## config.mk

```make
export PLATFORM = sky130hd
export DESIGN_NAME = mem_req_sched
export DESIGN_NICKNAME = d
export VERILOG_FILES = /design/src/rtl/mem_req_sched_pkg.sv /design/src/rtl/mem_req_sched_tag_alloc.sv /design/src/rtl/mem_req_sched.sv
export SDC_FILE = /design/constraint.sdc
export NUM_CORES = 1
export LEC_CHECK = 0
export CAP_MARGIN = 10
export CORE_ASPECT_RATIO = 0.5
export CORE_MARGIN = 2
export CORE_UTILIZATION = 37
export CTS_CLUSTER_SIZE = 8
export DETAILED_ROUTE_END_ITERATION = 8
export PLACE_DENSITY_LB_ADDON = 0.15
export SYNTH_ARGS = -nofsm -noshare
export SYNTH_HDL_FRONTEND = slang
export SYNTH_HIERARCHICAL = 1
export SYNTH_SLANG_ARGS = --single-unit
```

## constraint.sdc

```tcl
create_clock -name clk -period 2.3 [get_ports clk]
set_input_delay 0.23 -clock clk [delete_from_list [all_inputs] [get_ports clk]]
set_output_delay 0.23 -clock clk [all_outputs]
set_load 0.05 [all_outputs]
```

## src/rtl/mem_req_sched_pkg.sv

```systemverilog
// Shared types for the memory request scheduler: FSM state encoding and the
// request record steered from the winning requester into the memory register.
package mem_req_sched_pkg;

    localparam int DEF_PA_WIDTH   = 32;
    localparam int DEF_LINE_BYTES = 16;

    typedef enum logic [1:0] {
        ST_IDLE  = 2'd0,
        ST_ISSUE = 2'd1,
        ST_STALL = 2'd2
    } sched_state_e;

    // Sized for the default line geometry; the top casts through it.
    typedef struct packed {
        logic [DEF_PA_WIDTH-1:0]     addr;
        logic [DEF_LINE_BYTES*8-1:0] data;
        logic                        write;
    } mem_req_t;

endpackage

```

## src/rtl/mem_req_sched_tag_alloc.sv

```systemverilog
// Read-tag pool: busy vector, lowest-free encoder, alloc/free update, busy
// count and a sticky error for acks that name a tag that is not allocated.
module tag_alloc #(
    parameter int ID_WIDTH = 2
) (
    input  logic                clk,
    input  logic                rst,
    input  logic                alloc_i,
    input  logic                ack_i,
    input  logic [ID_WIDTH-1:0] ack_id_i,
    output logic                free_avail_o,
    output logic [ID_WIDTH-1:0] free_id_o,
    output logic [ID_WIDTH:0]   busy_cnt_o,
    output logic                err_o
);
    localparam int NUM_TAGS = 2 ** ID_WIDTH;

    logic [NUM_TAGS-1:0] busy_q, busy_d;
    logic                err_q, err_d;

    // Encoder looks only at busy_q, so a tag freed this cycle waits one cycle.
    always_comb begin
        free_avail_o = 1'b0;
        free_id_o    = '0;
        for (int i = NUM_TAGS - 1; i >= 0; i--) begin
            if (!busy_q[i]) begin
                free_avail_o = 1'b1;
                free_id_o    = ID_WIDTH'(i);
            end
        end
    end

    always_comb begin
        busy_cnt_o = '0;
        for (int i = 0; i < NUM_TAGS; i++) begin
            busy_cnt_o = busy_cnt_o + {{ID_WIDTH{1'b0}}, busy_q[i]};
        end
    end

    // NOTE: every output of this block gets a default first, so no path can
    // leave a variable unassigned and infer a latch.
    always_comb begin
        busy_d = busy_q;
        err_d  = err_q;
        if (ack_i) begin
            if (busy_q[ack_id_i]) busy_d[ack_id_i] = 1'b0;
            else                  err_d            = 1'b1;
        end
        if (alloc_i) busy_d[free_id_o] = 1'b1;
    end

    // NOTE: the busy vector is control state, not storage, so it is reset;
    // state registers use non-blocking assignments only.
    always_ff @(posedge clk) begin
        if (rst) begin
            busy_q <= '0;
            err_q  <= 1'b0;
        end else begin
            busy_q <= busy_d;
            err_q  <= err_d;
        end
    end

    assign err_o = err_q;

endmodule

```

## src/rtl/mem_req_sched.sv

```systemverilog
// Two-requester memory line scheduler with tagged reads. Define
// MEM_REQ_SCHED_STARVE_EN to add the instruction-side aging counter.
module mem_req_sched
    import mem_req_sched_pkg::*;
#(
    parameter int PA_WIDTH     = DEF_PA_WIDTH,
    parameter int LINE_BYTES   = DEF_LINE_BYTES,
    parameter int ID_WIDTH     = 2,
    parameter int STARVE_LIMIT = 4
) (
    input  logic                    clk,
    input  logic                    rst,
    input  logic                    i_instr_req,
    input  logic [PA_WIDTH-1:0]     i_instr_addr,
    input  logic                    i_data_req,
    input  logic [PA_WIDTH-1:0]     i_data_addr,
    input  logic                    i_data_write,
    input  logic [LINE_BYTES*8-1:0] i_data_wdata,
    output logic                    o_instr_grant,
    output logic                    o_data_grant,
    output logic [ID_WIDTH-1:0]     o_grant_id,
    output logic                    o_mem_enable,
    output logic                    o_mem_write,
    output logic [PA_WIDTH-1:0]     o_mem_addr,
    output logic [LINE_BYTES*8-1:0] o_mem_data,
    output logic [ID_WIDTH-1:0]     o_mem_id,
    input  logic                    i_mem_full,
    input  logic                    i_mem_ack,
    input  logic [ID_WIDTH-1:0]     i_mem_ack_id,
    output logic [ID_WIDTH:0]       o_tags_busy,
    output logic                    o_err
);
    localparam int LINE_W = LINE_BYTES * 8;

    sched_state_e          state_q, state_d;
    logic                  free_avail;
    logic [ID_WIDTH-1:0]   free_id;
    logic                  instr_elig, data_elig, starve_win;
    logic                  grant_instr, grant_data, alloc;
    logic [ID_WIDTH-1:0]   grant_id;
    mem_req_t              req_sel;
    logic                  mem_write_q;
    logic [PA_WIDTH-1:0]   mem_addr_q;
    logic [LINE_W-1:0]     mem_data_q;
    logic [ID_WIDTH-1:0]   mem_id_q;

    tag_alloc #(.ID_WIDTH(ID_WIDTH)) u_tag_alloc (
        .clk          (clk),
        .rst          (rst),
        .alloc_i      (alloc),
        .ack_i        (i_mem_ack),
        .ack_id_i     (i_mem_ack_id),
        .free_avail_o (free_avail),
        .free_id_o    (free_id),
        .busy_cnt_o   (o_tags_busy),
        .err_o        (o_err)
    );

`ifdef MEM_REQ_SCHED_STARVE_EN
    localparam int WAIT_W = $clog2(STARVE_LIMIT + 1);
    logic [WAIT_W-1:0] wait_q, wait_d;

    // Saturates at the limit so the instruction side keeps its claim until granted.
    assign starve_win = (wait_q == WAIT_W'(STARVE_LIMIT));

    always_comb begin
        wait_d = wait_q;
        if (grant_instr)                     wait_d = '0;
        else if (i_instr_req && !starve_win) wait_d = wait_q + WAIT_W'(1);
    end

    always_ff @(posedge clk) begin
        if (rst) wait_q <= '0;
        else     wait_q <= wait_d;
    end
`else
    assign starve_win = 1'b0;
`endif

    always_comb begin
        instr_elig  = !rst && i_instr_req && !i_mem_full && free_avail;
        data_elig   = !rst && i_data_req && !i_mem_full && (i_data_write || free_avail);
        grant_instr = instr_elig && (!data_elig || starve_win);
        grant_data  = data_elig && !grant_instr;
        alloc       = grant_instr || (grant_data && !i_data_write);
        grant_id    = alloc ? free_id : '0;

        state_d = ST_IDLE;
        if (grant_instr || grant_data)   state_d = ST_ISSUE;
        else if (i_instr_req || i_data_req) state_d = ST_STALL;

        req_sel = '0;
        if (grant_data) begin
            req_sel.addr  = DEF_PA_WIDTH'(i_data_addr);
            req_sel.data  = (DEF_LINE_BYTES * 8)'(i_data_wdata);
            req_sel.write = i_data_write;
        end else begin
            req_sel.addr  = DEF_PA_WIDTH'(i_instr_addr);
        end
    end

    always_ff @(posedge clk) begin
        if (rst) begin
            state_q     <= ST_IDLE;
            mem_write_q <= 1'b0;
            mem_addr_q  <= '0;
            mem_data_q  <= '0;
            mem_id_q    <= '0;
        end else begin
            state_q <= state_d;
            if (state_d == ST_ISSUE) begin
                mem_write_q <= req_sel.write;
                mem_addr_q  <= PA_WIDTH'(req_sel.addr);
                mem_data_q  <= LINE_W'(req_sel.data);
                mem_id_q    <= grant_id;
            end
        end
    end

    // ISSUE is entered exactly on a grant edge, so it doubles as the memory strobe.
    assign o_mem_enable  = (state_q == ST_ISSUE);
    assign o_mem_write   = mem_write_q;
    assign o_mem_addr    = mem_addr_q;
    assign o_mem_data    = mem_data_q;
    assign o_mem_id      = mem_id_q;
    assign o_instr_grant = grant_instr;
    assign o_data_grant  = grant_data;
    assign o_grant_id    = grant_id;

endmodule

```

==> metrics.yaml <==
status: "complete, no violations"
syn_area_per_cell_um2: 11.13
track_usage: 0.2201
multi_input_area_um2: 2321
start_util: 0.3739
grt_pass1_vias: 5745
max_freq_mhz: 448.3
hold_path_class: "input pin to flip-flop"
via_per_inst: 5.339
max-vdd-ir-drop_mv: 0.4893
clk_pin_slew_worst_paths_ps: 70
grt_max_degree: 96
drive_gt1_frac: 0.08093
maxSlewHeadroom: 0.5691
cts-buffers-inserted: 17
grt-ovfl-total: 0
hold_viol: 0
combPwrFrac: 0.210
synth.top_cell.area_share: 0.5609
synth.distinct_cells: 38
cts_tree: "done"
worst_pin_slew_ps: 646.4
cp_max_fo: 6
maxSlewViolCount: 0
io_buffers: 372
cts_max_level: 4
antennaDiodeCount: 0
power_leakage_nw: 3.779
dpl.hpwl_um: 14310
core.rowCount: 33
place.gp.congestion: 0.7822
nFillCells: 1336
p_sw_mw: 2.304
yosys.area.top_type: "dfxtp_1"
cap_viol_max_count: 0
synthArstFlopShare: 0
die_area_um2: 17500
pre_cts_ws_ps: 277.9
synth_edf_count: 0
clock-sinks: 170
intPower_mw: 5.276
synth_common_cells: "dfxtp_1 (170), a32o_1 (131), nand2_1 (50), nor3_1 (34), clkbuf_1 (27)"
fin_skew_ps: 11.37
clock_latency_ps: 410
fin_crit_ps: 2230
yosys_warnings: 6
routedWlPerCell_um: 18.17
area_growth_pct: 74.90
finalNetCount: 1093
power_frac_clock: 0.371
cts_root_buffer: "clkbuf_16"
crit_path_end_kind: "primary output"
pwr-share-seq: 0.419
yosysMostFrequentCell: "dfxtp_1"
sw_frac_of_total: 0.3040
firstDrtPassIters: 5
grt_pass1_wl_um: 30360
setup_slack_ps: 69.50
synth_fp_nets: 749
clk_path_buf_depth: 2
die_w_um: 185.1
io_pins: 373
antenna_found_initial: 0
syn_inst: 545
whs_ps: 386.7
dr_total_vias: 6028
power_per_cell_area_nw_per_um2: 714.4
synth-simple-area-share: 0.09383
wirelength_um: 20520
drc: 0
synth-adder-area-share: 0.007424
core-area_um2: 16230
synth_seq_cells: 170
cp-start-kind: "flip-flop"
crit_arrival_ps: 2000
criticalPathCategory: "flip-flop to primary output"
netlist_area_um2: 6067
synth-xor-area-share: 0
synth_top_family_by_area: "compound AO/OA/AOI/OAI gates"
synthTopCellsByArea: "dfxtp_1 (56%), a32o_1 (22%), nand2_1 (3.1%)"
muxShareOfSynthArea: 0.003712
die_y_um: 94.55
yosysSeqAreaShare: 0.5609
final.period_utilization: 0.9698
seq_area_um2: 3412
synth_compound_area_frac: 0.2739
ant_nets: 0
worstPathRequired_ps: 2070
drt-initial-drc-count: 366
fin_setup_tns_ps: 0
synth_ff_type: "dfxtp_1"
rsz0062_at_grt: "no"
setup_viol: 0
[per-stage QoR]
step	area (um2)	power [mW]	instances	util
2_1_floorplan	6067	4.083	545	-
3_3_place_gp	9981	4.817	1094	0.6151
3_5_place_dp	9981	4.836	1094	0.6151
4_1_cts	10590	7.649	1127	0.6529
5_1_grt	10610	7.863	1129	0.6539
6_report	10610	7.580	1129	0.6539
[layout by cell type (no fill, tap or decap), drive strengths merged, types with 17 or more instances in the layout]
| cell | count |
|---|---|
| clkbuf | 18 |
| buf | 24 |
| inv | 19 |
| dfxtp | 170 |
| nor3 | 34 |
| nand3 | 17 |
| clkdlybuf4s50 | 365 |
| nand2 | 50 |
| a32o | 131 |
| a31oi | 18 |
[power groups by stage]
stage,registers [mW],logic (mW),clock network [mW]
4_1_cts,3.17,1.60,2.87
3_3_place_gp,3.23,1.58,0
2_1_floorplan,3.76,0.321,0
3_5_place_dp,3.24,1.59,0
6_report,3.17,1.59,2.81
5_1_grt,3.19,1.66,3.01
[final timing paths]
kind / startpoint / to / slack, ps / cells after the start
setup / recovery: u_tag_alloc/busy_q[0] / o_tags_busy[1] / 70 / 6
hold reg to reg: u_tag_alloc/err_o / u_tag_alloc/err_o / 460 / 2
hold / removal: i_instr_addr[14] / o_mem_addr[14] / 390 / 3
setup reg to reg: u_tag_alloc/busy_q[2] / o_mem_data[52] / 290 / 6
[critical path, stage by stage (launching register included)]
cell and delay (ps):
dfxtp_4 380, inv_2 60, fa_1 540, inv_1 50, ha_2 170, ha_4 270
buf_12 120
[layout make-up]
cell class | instances | area share
Multi-Input combinational cell | 302 | 0.2187
Clock inverter | 14 | 0.01368
Tap cell | 227 | 0.02677
Inverter | 9 | 0.003655
Timing Repair Buffer | 389 | 0.3742
Clock buffer | 18 | 0.04139
Sequential cell | 170 | 0.3215
[sequential cells by signal (all words and copies together), names as in the netlist]
register / flops
o_mem_data: 128
o_mem_addr: 32
u_tag_alloc/busy_q: 4
o_mem_id: 2
state_q: 2
o_mem_write: 1
u_tag_alloc/err_o: 1
[what timing repair did]
item / CTS / global route
hold buffers: 0 / 0
endpoints found under the setup margin: 4 / 1
pin swaps: 2 / 0
gates resized for setup: 7 / 1
buffers inserted: 1 / 2
[cells by family (layout without fill, tap and decap cells)]
logic type               Yosys count  in the layout
AND/OR/NAND/NOR                  119            119
multiplexers                       1              1
AO/OA/AOI/OAI                    179            179
buffers and inverters             73            430
adder cells (fa/ha/maj)            3              3
flip-flops                       170            170
[per-layer routing]
layer  up-vias  track usage  wire, um
met5         -            0         0
met4         0      0.07011       440
met3        29      0.06556      1384
met2       211       0.4070     10720
met1      2943       0.2454      7968
li1       2845            -         -
No activity file was read; power rests on OpenSTA's default activity.
